## config.mk

```make
export PLATFORM = sky130hd
export DESIGN_NAME = split_arbiter_flat
export DESIGN_NICKNAME = d
export VERILOG_FILES = /design/src/rtl/bus_pkg.sv /design/src/rtl/split_arbiter_if.sv /design/src/rtl/split_tracker.sv /design/src/rtl/split_arbiter.sv /design/src/flat_wrapper.sv
export SDC_FILE = /design/constraint.sdc
export NUM_CORES = 1
export LEC_CHECK = 0
export BUFFER_PORTS_ARGS = -buffer_cell sky130_fd_sc_hd__buf_2
export CAP_MARGIN = 10
export CORE_MARGIN = 3
export CORE_UTILIZATION = 43
export CTS_CLUSTER_SIZE = 20
export DETAILED_ROUTE_END_ITERATION = 10
export PLACE_DENSITY = 0.75
export SLEW_MARGIN = 20
export SYNTH_ARGS = -nofsm -noshare
export SYNTH_HDL_FRONTEND = slang
export SYNTH_SLANG_ARGS = --single-unit
```

## constraint.sdc

```tcl
create_clock -name clk -period 2.7 [get_ports clk]
set_input_delay 0.135 -clock clk [delete_from_list [all_inputs] [get_ports clk]]
set_output_delay 0.135 -clock clk [all_outputs]
set_load 0.01 [all_outputs]
```

## src/rtl/bus_pkg.sv

```systemverilog
// Shared encodings for the split-capable two-master bus arbiter.
package bus_pkg;

  typedef enum logic [1:0] {
    IDLE   = 2'b00,
    GRANT1 = 2'b01,
    GRANT2 = 2'b10,
    RESUME = 2'b11
  } arb_state_e;

  typedef enum logic [1:0] {
    NONE = 2'b00,
    M1   = 2'b01,
    M2   = 2'b10
  } owner_e;

endpackage : bus_pkg

```

## src/rtl/split_arbiter_if.sv

```systemverilog
// Request/grant/split handshake bundle between the masters/slave and the arbiter.
interface split_arbiter_if;
  logic breq1;
  logic breq2;
  logic ssplit;
  logic sresume;
  logic bgrant1;
  logic bgrant2;
  logic msel;
  logic msplit1;
  logic msplit2;
  logic split_grant;

  modport slave (
    input  breq1, breq2, ssplit, sresume,
    output bgrant1, bgrant2, msel, msplit1, msplit2, split_grant
  );

  modport master (
    output breq1, breq2, ssplit, sresume,
    input  bgrant1, bgrant2, msel, msplit1, msplit2, split_grant
  );
endinterface : split_arbiter_if

```

## src/rtl/split_tracker.sv

```systemverilog
// Holds the single outstanding split: its owner, per-master split flags and resume_pending.
module split_tracker
  import bus_pkg::*;
(
  input  logic   clk,
  input  logic   rst,
  input  logic   split_set,
  input  owner_e split_who,
  input  logic   sresume,
  input  logic   resume_start,
  input  logic   resume_done,
  output owner_e owner,
  output logic   msplit1,
  output logic   msplit2,
  output logic   resume_pending
);

  owner_e owner_q, owner_d;
  logic   msplit1_q, msplit1_d;
  logic   msplit2_q, msplit2_d;
  logic   pending_q, pending_d;

  // Owner stays valid through RESUME; the msplit flags drop as soon as the resume grant starts.
  always_comb begin
    owner_d   = owner_q;
    msplit1_d = msplit1_q;
    msplit2_d = msplit2_q;
    pending_d = pending_q;
    if (split_set) begin
      owner_d   = split_who;
      msplit1_d = (split_who == M1);
      msplit2_d = (split_who == M2);
      pending_d = sresume;
    end else if (sresume && (msplit1_q || msplit2_q)) begin
      pending_d = 1'b1;
    end
    if (resume_start) begin
      msplit1_d = 1'b0;
      msplit2_d = 1'b0;
      pending_d = 1'b0;
    end
    if (resume_done) begin
      owner_d = NONE;
    end
  end

  always_ff @(posedge clk) begin
    if (rst) begin
      owner_q   <= NONE;
      msplit1_q <= 1'b0;
      msplit2_q <= 1'b0;
      pending_q <= 1'b0;
    end else begin
      owner_q   <= owner_d;
      msplit1_q <= msplit1_d;
      msplit2_q <= msplit2_d;
      pending_q <= pending_d;
    end
  end

  assign owner          = owner_q;
  assign msplit1        = msplit1_q;
  assign msplit2        = msplit2_q;
  assign resume_pending = pending_q;

endmodule : split_tracker

```

## src/rtl/split_arbiter.sv

```systemverilog
// Two-master bus arbiter with fixed priority and single-outstanding split/resume support.
module split_arbiter
  import bus_pkg::*;
#(
  parameter bit SPLIT_EN = 1'b1
) (
  input logic            clk,
  input logic            rst,
  split_arbiter_if.slave bus
);

  arb_state_e state_q, state_d;
  logic       bgrant1_q, bgrant1_d;
  logic       bgrant2_q, bgrant2_d;
  logic       msel_q, msel_d;
  logic       split_grant_q, split_grant_d;

  owner_e trk_owner;
  logic   trk_msplit1, trk_msplit2, trk_pending;
  logic   outstanding;
  logic   split_c, sresume_c;
  owner_e split_who;
  logic   excl1, excl2;
  logic   owner_breq;
  logic   arb_point;
  logic   resume_start, resume_done;

  assign outstanding = trk_msplit1 || trk_msplit2;
  assign sresume_c   = SPLIT_EN && bus.sresume;
  assign split_c     = SPLIT_EN && bus.ssplit && !outstanding &&
                       ((state_q == GRANT1) || (state_q == GRANT2));
  assign split_who   = (state_q == GRANT1) ? M1 : M2;
  // The master being split this edge is already excluded from the same-edge arbitration.
  assign excl1       = trk_msplit1 || (split_c && (state_q == GRANT1));
  assign excl2       = trk_msplit2 || (split_c && (state_q == GRANT2));
  assign owner_breq  = (trk_owner == M1) ? bus.breq1 : bus.breq2;

  split_tracker u_split_tracker (
    .clk            (clk),
    .rst            (rst),
    .split_set      (split_c),
    .split_who      (split_who),
    .sresume        (sresume_c),
    .resume_start   (resume_start),
    .resume_done    (resume_done),
    .owner          (trk_owner),
    .msplit1        (trk_msplit1),
    .msplit2        (trk_msplit2),
    .resume_pending (trk_pending)
  );

  always_comb begin
    state_d       = state_q;
    msel_d        = msel_q;
    arb_point     = 1'b0;
    resume_start  = 1'b0;
    resume_done   = 1'b0;
    unique case (state_q)
      IDLE:    arb_point = 1'b1;
      GRANT1:  arb_point = !bus.breq1 || split_c;
      GRANT2:  arb_point = !bus.breq2 || split_c;
      RESUME: begin
        arb_point   = !owner_breq;
        resume_done = !owner_breq;
      end
      default: arb_point = 1'b1;
    endcase
    // Priority: pending resume, then master 1, then master 2.
    if (arb_point) begin
      if (trk_pending && !split_c) begin
        state_d      = RESUME;
        resume_start = 1'b1;
      end else if (bus.breq1 && !excl1) begin
        state_d = GRANT1;
      end else if (bus.breq2 && !excl2) begin
        state_d = GRANT2;
      end else begin
        state_d = IDLE;
      end
    end
    bgrant1_d     = (state_d == GRANT1) || ((state_d == RESUME) && (trk_owner == M1));
    bgrant2_d     = (state_d == GRANT2) || ((state_d == RESUME) && (trk_owner == M2));
    split_grant_d = (state_d == RESUME);
    if (bgrant1_d) begin
      msel_d = 1'b0;
    end else if (bgrant2_d) begin
      msel_d = 1'b1;
    end
  end

  always_ff @(posedge clk) begin
    if (rst) begin
      state_q       <= IDLE;
      bgrant1_q     <= 1'b0;
      bgrant2_q     <= 1'b0;
      msel_q        <= 1'b0;
      split_grant_q <= 1'b0;
    end else begin
      state_q       <= state_d;
      bgrant1_q     <= bgrant1_d;
      bgrant2_q     <= bgrant2_d;
      msel_q        <= msel_d;
      split_grant_q <= split_grant_d;
    end
  end

  assign bus.bgrant1     = bgrant1_q;
  assign bus.bgrant2     = bgrant2_q;
  assign bus.msel        = msel_q;
  assign bus.msplit1     = trk_msplit1;
  assign bus.msplit2     = trk_msplit2;
  assign bus.split_grant = split_grant_q;

endmodule : split_arbiter

```

## src/flat_wrapper.sv

```systemverilog
// flat-port wrapper written by rule: the top's interface ports become plain ports
module split_arbiter_flat import bus_pkg::*;
#(
  parameter bit SPLIT_EN = 1'b1
)
  (clk, rst, bus_breq1, bus_breq2, bus_ssplit, bus_sresume, bus_bgrant1, bus_bgrant2, bus_msel, bus_msplit1, bus_msplit2, bus_split_grant);
  split_arbiter_if bus_i ();
  input logic clk;
  input logic rst;
  input wire logic [$bits(bus_i.breq1)-1:0] bus_breq1;
  input wire logic [$bits(bus_i.breq2)-1:0] bus_breq2;
  input wire logic [$bits(bus_i.ssplit)-1:0] bus_ssplit;
  input wire logic [$bits(bus_i.sresume)-1:0] bus_sresume;
  output wire logic [$bits(bus_i.bgrant1)-1:0] bus_bgrant1;
  output wire logic [$bits(bus_i.bgrant2)-1:0] bus_bgrant2;
  output wire logic [$bits(bus_i.msel)-1:0] bus_msel;
  output wire logic [$bits(bus_i.msplit1)-1:0] bus_msplit1;
  output wire logic [$bits(bus_i.msplit2)-1:0] bus_msplit2;
  output wire logic [$bits(bus_i.split_grant)-1:0] bus_split_grant;
  assign bus_i.breq1 = bus_breq1;
  assign bus_i.breq2 = bus_breq2;
  assign bus_i.ssplit = bus_ssplit;
  assign bus_i.sresume = bus_sresume;
  assign bus_bgrant1 = bus_i.bgrant1;
  assign bus_bgrant2 = bus_i.bgrant2;
  assign bus_msel = bus_i.msel;
  assign bus_msplit1 = bus_i.msplit1;
  assign bus_msplit2 = bus_i.msplit2;
  assign bus_split_grant = bus_i.split_grant;
  split_arbiter #(.SPLIT_EN(SPLIT_EN)) u_core (.clk(clk), .rst(rst), .bus(bus_i));
endmodule
```

# Word level (Yosys, flattened, before mapping)

Cells that the tools add are included.

Input bits: 6
Output and inout bits: 6
Flip-flop bits (word level): 11

Reductions and logical operators: 30
Equal/unequal tests: 10
Multiplexer cells: 12

Operator list:

| kind                 | count |
|---|---|
| $eq A2 B2 Y1 const B | 6 |
| $logic_and A1 B1 Y1  | 10 |
| $mux W2              | 5 |
| $eq A2 B1 Y1 const B | 4 |
| $logic_or A1 B1 Y1   | 8 |
| $logic_not A1 Y1     | 7 |
| $mux W1              | 6 |
| $reduce_or A2 Y1     | 3 |
| $pmux W1 S4          | 1 |
| $logic_not A2 Y1     | 1 |
| $reduce_bool A2 Y1   | 1 |

# Logic depth before layout (Yosys ltp)

Gate-level depths: netlist (run 1).

Depth after elaboration: 16
Depth in mapped cells: 7
Depth with buffers taken out: 7

# Modules after synthesis

From an unflattened synthesis (run 1), not the netlist that was laid out.

Cell total of the unflattened synthesis: 67
Area total of the unflattened synthesis: 654.4 um^2

Modules (own cells, without submodules):

| module        | area an instance (um^2) | cells an instance | times used |
|---|---|---|---|
| split_arbiter | 445.4                   | 47                | 1 |
| split_tracker | 209.0                   | 20                | 1 |

# Least setup slack after synthesis (run 1)

OpenSTA, ideal clock, no wires.

Path kind: register to register
Start: register u_core.state_q[0]
End: register u_core.bgrant1_q (netlist: u_core.bus.bgrant1)
Path buffers: 0
Cell stages (with the launch flop): 8
Required time: 2584 ps
Arrival: 2034 ps
Slack: 550 ps
Cell sequence: dfxtp_1 inv_1 ha_1 and4bb_1 o21a_1 nor3_4 mux2_4 o211a_1

Cells in the longest elaborated chain, start to end: 14
Elaborated cells on any way between the ends: 27
Classes of those cells: 5 x eq/ne; 5 x mux; 17 x reduce/logical

Ends and longest elaborated chain:

| element                                             | RTL line             | text |
|---|---|---|
| start: declaration                                  | split_arbiter.sv:12  | `arb_state_e state_q, state_d;` |
| start signal: assignment                            | split_arbiter.sv:99  | `state_q <= state_d;` |
| $eq A2 B1 Y1 / $eq A2 B2 Y1 (equally long branches) | -                    |  |
| $logic_or A1 B1 Y1                                  | split_arbiter.sv:31  | `((state_q == GRANT1) \|\| (state_q == GRANT2));` |
| $logic_and A1 B1 Y1                                 | split_arbiter.sv:30  | `assign split_c = SPLIT_EN && bus.ssplit && !outstanding &&` |
| $logic_and A1 B1 Y1                                 | split_arbiter.sv:35  | `assign excl2 = trk_msplit2 \|\| (split_c && (state_q == GRANT2));` |
| $logic_or A1 B1 Y1                                  | split_arbiter.sv:35  |  |
| $logic_not A1 Y1                                    | split_arbiter.sv:75  | `end else if (bus.breq2 && !excl2) begin` |
| $logic_and A1 B1 Y1                                 | split_arbiter.sv:75  |  |
| $mux W2                                             | split_arbiter.sv:75  |  |
| $mux W2                                             | split_arbiter.sv:73  | `end else if (bus.breq1 && !excl1) begin` |
| $mux W2                                             | split_arbiter.sv:70  | `if (trk_pending && !split_c) begin` |
| $mux W2 *                                           | split_arbiter.sv:69  | `if (arb_point) begin` |
| $eq A2 B2 Y1                                        | split_arbiter.sv:81  | `bgrant1_d = (state_d == GRANT1) \|\| ((state_d == RESUME) && (trk_owner == M1));` |
| $logic_and A1 B1 Y1                                 | split_arbiter.sv:81  |  |
| $logic_or A1 B1 Y1 *                                | split_arbiter.sv:81  |  |
| end signal: assignment                              | split_arbiter.sv:100 | `bgrant1_q <= bgrant1_d;` |
| end: declaration                                    | split_arbiter.sv:13  | `logic bgrant1_q, bgrant1_d;` |

Every way passes the cells marked *; elsewhere a longest branch is shown, timed or not.
A chain may end at the register's enable or synchronous reset.

# Worst setup path in the final report (run 1)

Ends and elaborated chain as after synthesis.

==> results.md, run 1 <==
- **met1 GRT Util** 0.170
- **final worst setup slack** 0.318 ns
- **area leader, netlist** sky130_fd_sc_hd__dfxtp_1
- **peak supply drop** 0.362 mV
- **Setup Crit Path Kind** reg2reg
- **proportion of netlist area held by the largest area contributor** 0.351
- **maximum number of pins on one net before global-route repair** 12
- **maximum level of the CTS H-tree** 1
- **number of vias per cell** 5.42
- **DR pass1 iterations** 4
- **unrepaired setup endpoints after global routing** no
- **Std-Cell Core Area** 1330 sq um
- **Detailed Route Iter0 Violations** 9
- **n_diodes** 0
- **fraction of final layout cells with drive strength greater than 1** 0.222
- **Synth top cells by count** 11 x sky130_fd_sc_hd__dfxtp_1, 7 x sky130_fd_sc_hd__inv_1, 7 x sky130_fd_sc_hd__nand2_1
- **register bit count reported by yosys** 11
- **initial core utilization** 0.470
- **most common cell in the synthesized netlist** sky130_fd_sc_hd__dfxtp_1
- **number of rows in the core area** 13
- **power per cell area** 728 nW/um^2
- **buffer count from post-CTS setup fixing** 0
- **GR Overflow Total** 0
- **CTS Root Cell** sky130_fd_sc_hd__clkbuf_4
- **critical path capture point type** register
- **most instantiated flip-flop cell in the synthesis netlist** sky130_fd_sc_hd__dfxtp_1
- **global-route total usage across every layer** 0.137
- **data arrival time of the critical path** 2.53 ns
- **buffers added on ports** 11
- **final setup vio count** 0
- **EDFF count, synth** 0
- **clock slew seen by the registers of the worst setup and hold paths** 0.07 ns
- **Max Fclk** 420 MHz
- **number of antenna violations at the first check in global routing** 0
- **async set-or-reset flop fraction in the synthesized netlist** 0
- **die height** 44.2 um
- **maximum fanout count along the critical path** 7
- **area growth from synthesis to layout** 15.4%
- **number of distinct library cell variants in the gate-level netlist after synthesis** 28
- **fin crit period** 2.38 ns
- **met3 track demand over resource in global routing** 0.0650
- **IO Pins** 12
- **clock tree from TritonCTS** yes
- **total of warnings raised by yosys** 0
- **post-route ant nets** 0
- **Tightest Pin Transition** 0.369 ns
- **run status** complete, no violations
- **post-route cell area** 723 sq um
- **proportion of synthesized chip area in sequential cells** 0.351
- **first-pass GRT wire length** 1920 um
- **cts-stage hold buffer count** 0
- **area of the die** 1950 sq um
- **Post-Synthesis Cell Area** 627 sq um
- **Routability Congestion** 0.797
- **Final Hold Slack** 0.112 ns
- **type of the tightest min-delay check** in2reg
- **number of nets at the end of the flow** 92
- **crit share post-route** 0.882
- **tightest slew margin relative to the limit** 0.754
- **final-layout setup total negative slack** 0 ns
- **cts bufs inserted** 3
- **average detailed-routed wire length per instance** 12.8 um
- **number of max-cap violations** 0
- **worst slack at placement** 0.365 ns
- **maximum count of clock buffers along a single path** 2
- **met2 track demand over resource in global routing** 0.203
- **Filler Cells Inserted** 126
- **post-cts resize count** 0
- **Detail Placement HPWL** 929 um
- **clock latency reported for the late side of the worst-skew pair** 0.26 ns
- **Avg Cell Area, Syn** 9.36 sq um
- **DRC violations left** 0
- **number of global-route vias before repair** 444
- **max-slew violations** 0
- **final worst clock skew** 0.00330 ns
- **wire length after detailed routing** 1220 um
- **largest cells by area after synthesis** sky130_fd_sc_hd__dfxtp_1 35%, sky130_fd_sc_hd__ha_1 8.0%, sky130_fd_sc_hd__mux2i_1 4.8%, sky130_fd_sc_hd__mux2_4 4.8%, sky130_fd_sc_hd__inv_1 4.2%
- **gate count of the mapped netlist** 67
- **leakage power total** 0.316 nW
- **area after detailed placement** 697 sq um
- **sink count of the clock tree** 11
- **busiest grt layer** met2
- **Hold Violations, Final** 0
- **die width** 44.2 um
- **category of the worst setup path launch point** register
- **via total after detailed routing** 520
- **Syn Nets** 77
- **data required time of the critical path** 2.85 ns
[flip-flops by register name (all words and copies together), names as in the netlist]
name and flops:
u_core.bus.split_grant 1, u_core.u_split_tracker.resume_pending 1, u_core.u_split_tracker.msplit1 1, u_core.bus.msel 1, u_core.bus.bgrant1 1, u_core.u_split_tracker.msplit2 1
u_core.u_split_tracker.owner 2, u_core.state_q 2, u_core.bus.bgrant2 1
[critical path, stage by stage, from the launching register on]
cell and delay (ns):
sky130_fd_sc_hd__dfxtp_1 0.44, sky130_fd_sc_hd__inv_1 0.10, sky130_fd_sc_hd__ha_1 0.36, sky130_fd_sc_hd__and4bb_1 0.25, sky130_fd_sc_hd__o21a_1 0.22, sky130_fd_sc_hd__nor3_4 0.30
sky130_fd_sc_hd__mux2_4 0.37, sky130_fd_sc_hd__o211a_1 0.23
[power breakdown]
| part | switching, mW | internal, mW | total (mW) | leakage (nW) |
|---|---|---|---|---|
| Clock | 0.0499 | 0.0570 | 0.107 | 0.0150 |
| Sequential | 0.0241 | 0.189 | 0.213 | 0.0899 |
| Combinational | 0.109 | 0.0973 | 0.206 | 0.211 |
| Total | 0.183 | 0.343 | 0.526 | 0.316 |
[kinds of logic after synthesis]
logic type | synth area share
AOI/OAI and AO/OA | 0.190
muxes | 0.0958
and+or+nand+nor | 0.220
adders and majority gates | 0.0958
DFF | 0.351
buffers and inverters | 0.0479
[final timing paths]
check	from	slack [ns]	cells after the start	to
worst max-delay path	u_core.state_q[0]	0.32	7	u_core.bus.bgrant1
worst min-delay path	bus_sresume	0.11	3	u_core.u_split_tracker.resume_pending
worst max register to register	u_core.state_q[0]	0.32	7	u_core.bus.bgrant1
worst min register to register	u_core.u_split_tracker.owner[1]	0.52	2	u_core.u_split_tracker.owner[1]
[placed cells by master, fill, tap and decap left out, types with 2 or more instances in the layout]
cell type	n
sky130_fd_sc_hd__buf_2	11
sky130_fd_sc_hd__dfxtp_1	11
sky130_fd_sc_hd__inv_1	7
sky130_fd_sc_hd__nand2_1	7
sky130_fd_sc_hd__nor2_1	5
sky130_fd_sc_hd__ha_1	4
sky130_fd_sc_hd__a211oi_1	3
sky130_fd_sc_hd__mux2i_1	3
sky130_fd_sc_hd__o21ai_0	3
sky130_fd_sc_hd__clkbuf_4	3
sky130_fd_sc_hd__o211a_1	2
sky130_fd_sc_hd__a32oi_1	2
sky130_fd_sc_hd__mux2_4	2
sky130_fd_sc_hd__a21oi_1	2
[stage by stage]
stage / std cells / total power [mW] / utilization
floorplan: 67 / 0.373 / -
global placement: 92 / 0.419 / 0.523
detailed placement: 92 / 0.420 / 0.523
CTS: 96 / 0.532 / 0.542
global route: 96 / 0.561 / 0.542
finish: 96 / 0.526 / 0.542
[routing by layer]
| layer | vias up | wire [um] |
|---|---|---|
| met1 | 224 | 593 |
| met3 | 6 | 64 |
| met2 | 18 | 518 |
| met5 | - | 0 |
| met4 | 0 | 48 |
| li1 | 272 | - |
[area by class of cell]
class                           count  area [sq um]  share of cell area
Timing Repair Buffer               11          55.1              0.0761
Tap cell                           15          18.8              0.0260
Multi-Input combinational cell     48           377               0.521
Sequential cell                    11           220               0.304
Clock buffer                        4          26.3              0.0363
Inverter                            7          26.3              0.0363
Power figures use the tool's default switching activity.
==> run 2: changes to the inputs <==
CORE_UTILIZATION = 40   (was 43)
PLACE_DENSITY = 0.71   (was 0.75)
SETUP_SLACK_MARGIN = 0.4   (was default)
==> results.md, run 2 (synthesized netlist as in run 1, its figures left out) <==
- **clock latency reported for the late side of the worst-skew pair** 0.28 ns
- **number of nets at the end of the flow** 94
- **number of global-route vias before repair** 507
- **n_diodes** 0
- **Hold Violations, Final** 0
- **post-route ant nets** 0
- **portion of total power attributed to sequential cells** 0.387
- **maximum level of the CTS H-tree** 1
- **Detail Placement HPWL** 966 um
- **GR Overflow Total** 0
- **IO Pins** 12
- **stage delay of the slowest cell on the critical path** 0.38 ns
- **max-slew violations** 0
- **Final Hold Slack** 0.0861 ns
- **Tightest Pin Transition** 0.289 ns
- **average detailed-routed wire length per instance** 13.4 um
- **fraction of final layout cells with drive strength greater than 1** 0.253
- **most frequent standard cell in the layout excluding fill and tap cells** sky130_fd_sc_hd__buf_2
- **Routability Congestion** 0.815
- **number of rows in the core area** 13
- **type of the tightest min-delay check** in2reg
- **run status** complete, no violations
- **data required time of the critical path** 2.87 ns
- **Detailed Route Iter0 Violations** 8
- **CTS Root Cell** sky130_fd_sc_hd__clkbuf_4
- **number of max-cap violations** 0
- **unrepaired setup endpoints after global routing** no
- **power per cell area** 749 nW/um^2
- **die width** 45.6 um
- **clock tree from TritonCTS** yes
- **Std-Cell Core Area** 1380 sq um
- **Top Family by Delay on Critical Path** simple AND/OR/NAND/NOR gates
- **initial core utilization** 0.453
- **maximum count of clock buffers along a single path** 2
- **clock share of power** 0.208
- **final-layout setup total negative slack** 0 ns
- **leakage power total** 0.326 nW
- **crit share post-route** 0.810
- **Cell Chain, Critical Path** inv_1 -> ha_1 -> and4bb_1 -> o21a_1 -> nor3_4 -> mux2_4 -> o211a_1
- **Max Fclk** 457 MHz
- **fin crit period** 2.19 ns
- **buffering stage count on the worst path with inverters included** 1
- **Slowest-stage cell, CP** sky130_fd_sc_hd__dfxtp_2
- **tightest slew margin relative to the limit** 0.806
- **cts-stage hold buffer count** 0
- **Setup Crit Path Kind** reg2reg
- **core utilization of the finished layout** 0.535
- **wire length after detailed routing** 1310 um
- **DRC violations left** 0
- **number of cells in the finished layout apart from fillers** 98
- **switching share of power** 0.357
- **clock slew seen by the registers of the worst setup and hold paths** 0.07 ns
- **area growth from synthesis to layout** 18.0%
- **global-route total usage across every layer** 0.150
- **leading cell types in the layout, fill and taps excluded** 11 x sky130_fd_sc_hd__buf_2, 10 x sky130_fd_sc_hd__dfxtp_1, 7 x sky130_fd_sc_hd__inv_1, 7 x sky130_fd_sc_hd__nand2_1, 5 x sky130_fd_sc_hd__nor2_1
- **final worst clock skew** 0.00464 ns
- **number of antenna violations at the first check in global routing** 0
- **data arrival time of the critical path** 2.36 ns
- **peak supply drop** 0.393 mV
- **buffers added on ports** 11
- **maximum number of pins on one net before global-route repair** 12
- **DR pass1 iterations** 5
- **die height** 45.6 um
- **maximum fanout count along the critical path** 6
- **cell internal pwr** 0.356 mW
- **power dissipated by switching net loads** 0.198 mW
- **first-pass GRT wire length** 2200 um
- **number of vias per cell** 5.73
- **category of the worst setup path launch point** register
- **via total after detailed routing** 562
- **cts bufs inserted** 3
- **part of the power in combinational logic** 0.405
- **area of the die** 2080 sq um
- **critical path capture point type** register
- **sink count of the clock tree** 11
- **instance count after placement with tap cells included** 92
- **sum of internal, switching and leakage power** 0.554 mW
- **final setup vio count** 0
==> run 2: changes by cell type in the layout (fill, tap and decap cells not counted) <==
cell / previous run / this run
sky130_fd_sc_hd__buf_4: 0 / 2
sky130_fd_sc_hd__dfxtp_2: 0 / 1
sky130_fd_sc_hd__dfxtp_1: 11 / 10
==> run 2: what timing repair did <==
action | in CTS | in global routing
endpoints found under the setup margin | 3 | 4
pin swaps | 1 | 1
gates resized for setup | 1 | 0
setup buffers | 2 | 0
hold endpoints to repair | 0 | 0
==> run 2: final timing paths <==
path / from / to / slack [ns] / cells past startpoint
min: bus_sresume / u_core.u_split_tracker.resume_pending / 0.09 / 3
max: u_core.state_q[0] / u_core.bus.bgrant1 / 0.51 / 7
max reg2reg: u_core.state_q[0] / u_core.bus.bgrant1 / 0.51 / 7
min reg2reg: u_core.bus.msel / u_core.bus.msel / 0.52 / 2
==> run 2: per-stage QoR <==
stage	setup WS, ns	instance area (sq um)
5_1_grt	0.411	739
3_5_place_dp	0.349	697
6_report	0.513	739
2_1_floorplan	0.550	627
4_1_cts	0.452	739
3_3_place_gp	0.447	697
==> run 2: worst min-delay path: stages <==
cell and delay (ns):
sky130_fd_sc_hd__buf_2 0.07, sky130_fd_sc_hd__a32oi_1 0.04, sky130_fd_sc_hd__nor2_1 0.07
==> run 2: cell type report <==
cell class | instances | area [sq um]
clock buffers | 4 | 26.3
repair buffers | 13 | 70.1
fillers | 123 | 643
inverters | 7 | 26.3
multi-input cells | 48 | 377
well taps | 15 | 18.8
flip-flops and latches | 11 | 221
==> run 2: power groups by stage <==
stage / logic, mW / clock network (mW) / registers, mW
3_3_place_gp: 0.204 / 0 / 0.215
6_report: 0.224 / 0.115 / 0.214
5_1_grt: 0.247 / 0.129 / 0.218
4_1_cts: 0.221 / 0.120 / 0.214
2_1_floorplan: 0.154 / 0 / 0.219
3_5_place_dp: 0.207 / 0 / 0.217
==> run 2: routing by layer <==
| metal | vias up | global-route usage | share of wire |
|---|---|---|---|
| met2 | 17 | 0.226 | 0.44 |
| met5 | - | 0 | 0 |
| met4 | 0 | 0.0351 | 0.0046 |
| met3 | 4 | 0.0711 | 0.073 |
| met1 | 265 | 0.193 | 0.49 |
| li1 | 276 | - | - |
==> run 3: changes to the inputs <==
PLACE_DENSITY = 0.73   (was 0.71)
clock period = 2 ns   (was 2.7 ns; I/O delays follow)
==> results.md, run 3 (synthesized netlist as in run 1, its figures left out) <==
- **fraction of final layout cells with drive strength greater than 1** 0.447
- **DR pass1 iterations** 4
- **core utilization of the finished layout** 0.624
- **Cell Chain, Critical Path** inv_2 -> ha_4 -> and4bb_1 -> o21a_1 -> nor3_4 -> mux2_4 -> o211a_1
- **via total after detailed routing** 584
- **max-slew violations** 0
- **tightest slew margin relative to the limit** 0.829
- **die width** 45.6 um
- **Tightest Pin Transition** 0.256 ns
- **final-layout setup total negative slack** 0 ns
- **Routability Congestion** 0.824
- **IO Pins** 12
- **type of the tightest min-delay check** in2reg
- **fin crit period** 1.92 ns
- **part of the power in combinational logic** 0.490
- **run status** complete, no violations
- **Final Hold Slack** 0.0675 ns
- **area growth from synthesis to layout** 37.7%
- **category of the worst setup path launch point** register
- **maximum fanout count along the critical path** 5
- **number of global-route vias before repair** 567
- **number of rows in the core area** 13
- **buffers added on ports** 11
- **first-pass GRT wire length** 2420 um
- **die height** 45.6 um
- **Hold Violations, Final** 0
- **power dissipated by switching net loads** 0.296 mW
- **Max Fclk** 521 MHz
- **final worst clock skew** 0.000926 ns
- **power per cell area** 995 nW/um^2
- **number of vias per cell** 5.36
- **maximum count of clock buffers along a single path** 2
- **n_diodes** 0
- **crit share post-route** 0.959
- **initial core utilization** 0.453
- **Detailed Route Iter0 Violations** 5
- **peak supply drop** 0.410 mV
- **most frequent standard cell in the layout excluding fill and tap cells** sky130_fd_sc_hd__buf_4
- **switching share of power** 0.345
- **data required time of the critical path** 2.17 ns
- **Setup Crit Path Kind** reg2reg
- **area of the die** 2080 sq um
- **wire length after detailed routing** 1500 um
- **CTS Root Cell** sky130_fd_sc_hd__clkbuf_4
- **number of max-cap violations** 0
- **maximum level of the CTS H-tree** 1
- **instance count after placement with tap cells included** 98
- **clock slew seen by the registers of the worst setup and hold paths** 0.07 ns
- **cts bufs inserted** 3
- **clock share of power** 0.177
- **data arrival time of the critical path** 2.08 ns
- **maximum number of pins on one net before global-route repair** 12
- **Filler Cells Inserted** 116
- **number of nets at the end of the flow** 105
- **post-route ant nets** 0
- **number of antenna violations at the first check in global routing** 0
- **portion of total power attributed to sequential cells** 0.333
- **GR Overflow Total** 0
- **DRC violations left** 0
- **stage delay of the slowest cell on the critical path** 0.36 ns
- **clock latency reported for the late side of the worst-skew pair** 0.27 ns
- **sum of internal, switching and leakage power** 0.859 mW
- **critical path capture point type** register
- **sink count of the clock tree** 11
- **final setup vio count** 0
- **number of cells in the finished layout apart from fillers** 109
- **clock tree from TritonCTS** yes
- **average detailed-routed wire length per instance** 13.8 um
- **Detail Placement HPWL** 1040 um
- **Slowest-stage cell, CP** sky130_fd_sc_hd__mux2_4
- **leading cell types in the layout, fill and taps excluded** 12 x sky130_fd_sc_hd__buf_4, 11 x sky130_fd_sc_hd__buf_2, 9 x sky130_fd_sc_hd__dfxtp_1
- **global-route total usage across every layer** 0.167
- **leakage power total** 0.386 nW
- **Std-Cell Core Area** 1380 sq um
- **cell internal pwr** 0.562 mW
- **unrepaired setup endpoints after global routing** yes
==> run 3: cell count changes in the layout (fill, tap and decap cells not counted), moves of 2 or more <==
cell and change:
sky130_fd_sc_hd__buf_4 +10, sky130_fd_sc_hd__a211oi_1 -2, sky130_fd_sc_hd__a211oi_2 +2, sky130_fd_sc_hd__inv_1 -2, sky130_fd_sc_hd__inv_2 +2, sky130_fd_sc_hd__o21ai_0 -2
sky130_fd_sc_hd__o21ai_2 +2
==> run 3: metal layers <==
layer  share of wire  vias to the layer above  track usage
met2            0.50                       12        0.279
met4           0.011                        0       0.0702
met3           0.049                        5       0.0593
li1                -                      295            -
met1            0.44                      272        0.191
met5               0                        -            0
==> run 3: through the flow <==
step	instance area, sq um	worst slack (ns)
global placement	757	0.0728
floorplan	642	-0.00978
global route	863	-0.00265
detailed placement	757	0.0162
finish	863	0.0817
CTS	840	0.0883
==> run 3: worst max-delay path: cells and delay by family, from the launching register on <==
kind            cells  cell delay, ns
compound gates      2            0.42
flops               1            0.33
mux                 1            0.36
buf+inv             1            0.05
fa+ha+maj           1            0.22
simple gates        2            0.43
==> run 3: cell type report <==
type / count / area [sq um] / share of cell area
Sequential cell: 11 / 223 / 0.258
Timing Repair Buffer: 24 / 156 / 0.181
Clock buffer: 4 / 26.3 / 0.0304
Multi-Input combinational cell: 48 / 413 / 0.478
Inverter: 7 / 26.3 / 0.0304
Tap cell: 15 / 18.8 / 0.0217
==> run 3: what timing repair did <==
| item | CTS | global route |
|---|---|---|
| hold buffers | 0 | 0 |
| setup endpoints to repair | 9 | 10 |
| endpoints found under the hold margin | 0 | 0 |
| gates resized for setup | 7 | 2 |
| buffers inserted | 5 | 2 |
| pin swaps | 7 | 0 |
==> run 3: final timing paths <==
| kind | cells after the start | to | slack [ns] | startpoint |
|---|---|---|---|---|
| setup / recovery | 7 | u_core.bus.bgrant1 | 0.08 | u_core.state_q[1] |
| hold / removal | 3 | u_core.u_split_tracker.resume_pending | 0.07 | bus_sresume |
| setup reg to reg | 7 | u_core.bus.bgrant1 | 0.08 | u_core.state_q[1] |
| hold reg to reg | 2 | u_core.bus.msel | 0.51 | u_core.bus.msel |
==> run 3: power by group through the flow <==
stage / Combinational (mW) / Sequential [mW] / Clock [mW]
3_5_place_dp: 0.339 / 0.291 / 0
2_1_floorplan: 0.218 / 0.298 / 0
3_3_place_gp: 0.334 / 0.290 / 0
4_1_cts: 0.398 / 0.287 / 0.156
5_1_grt: 0.456 / 0.292 / 0.169
6_report: 0.421 / 0.286 / 0.152
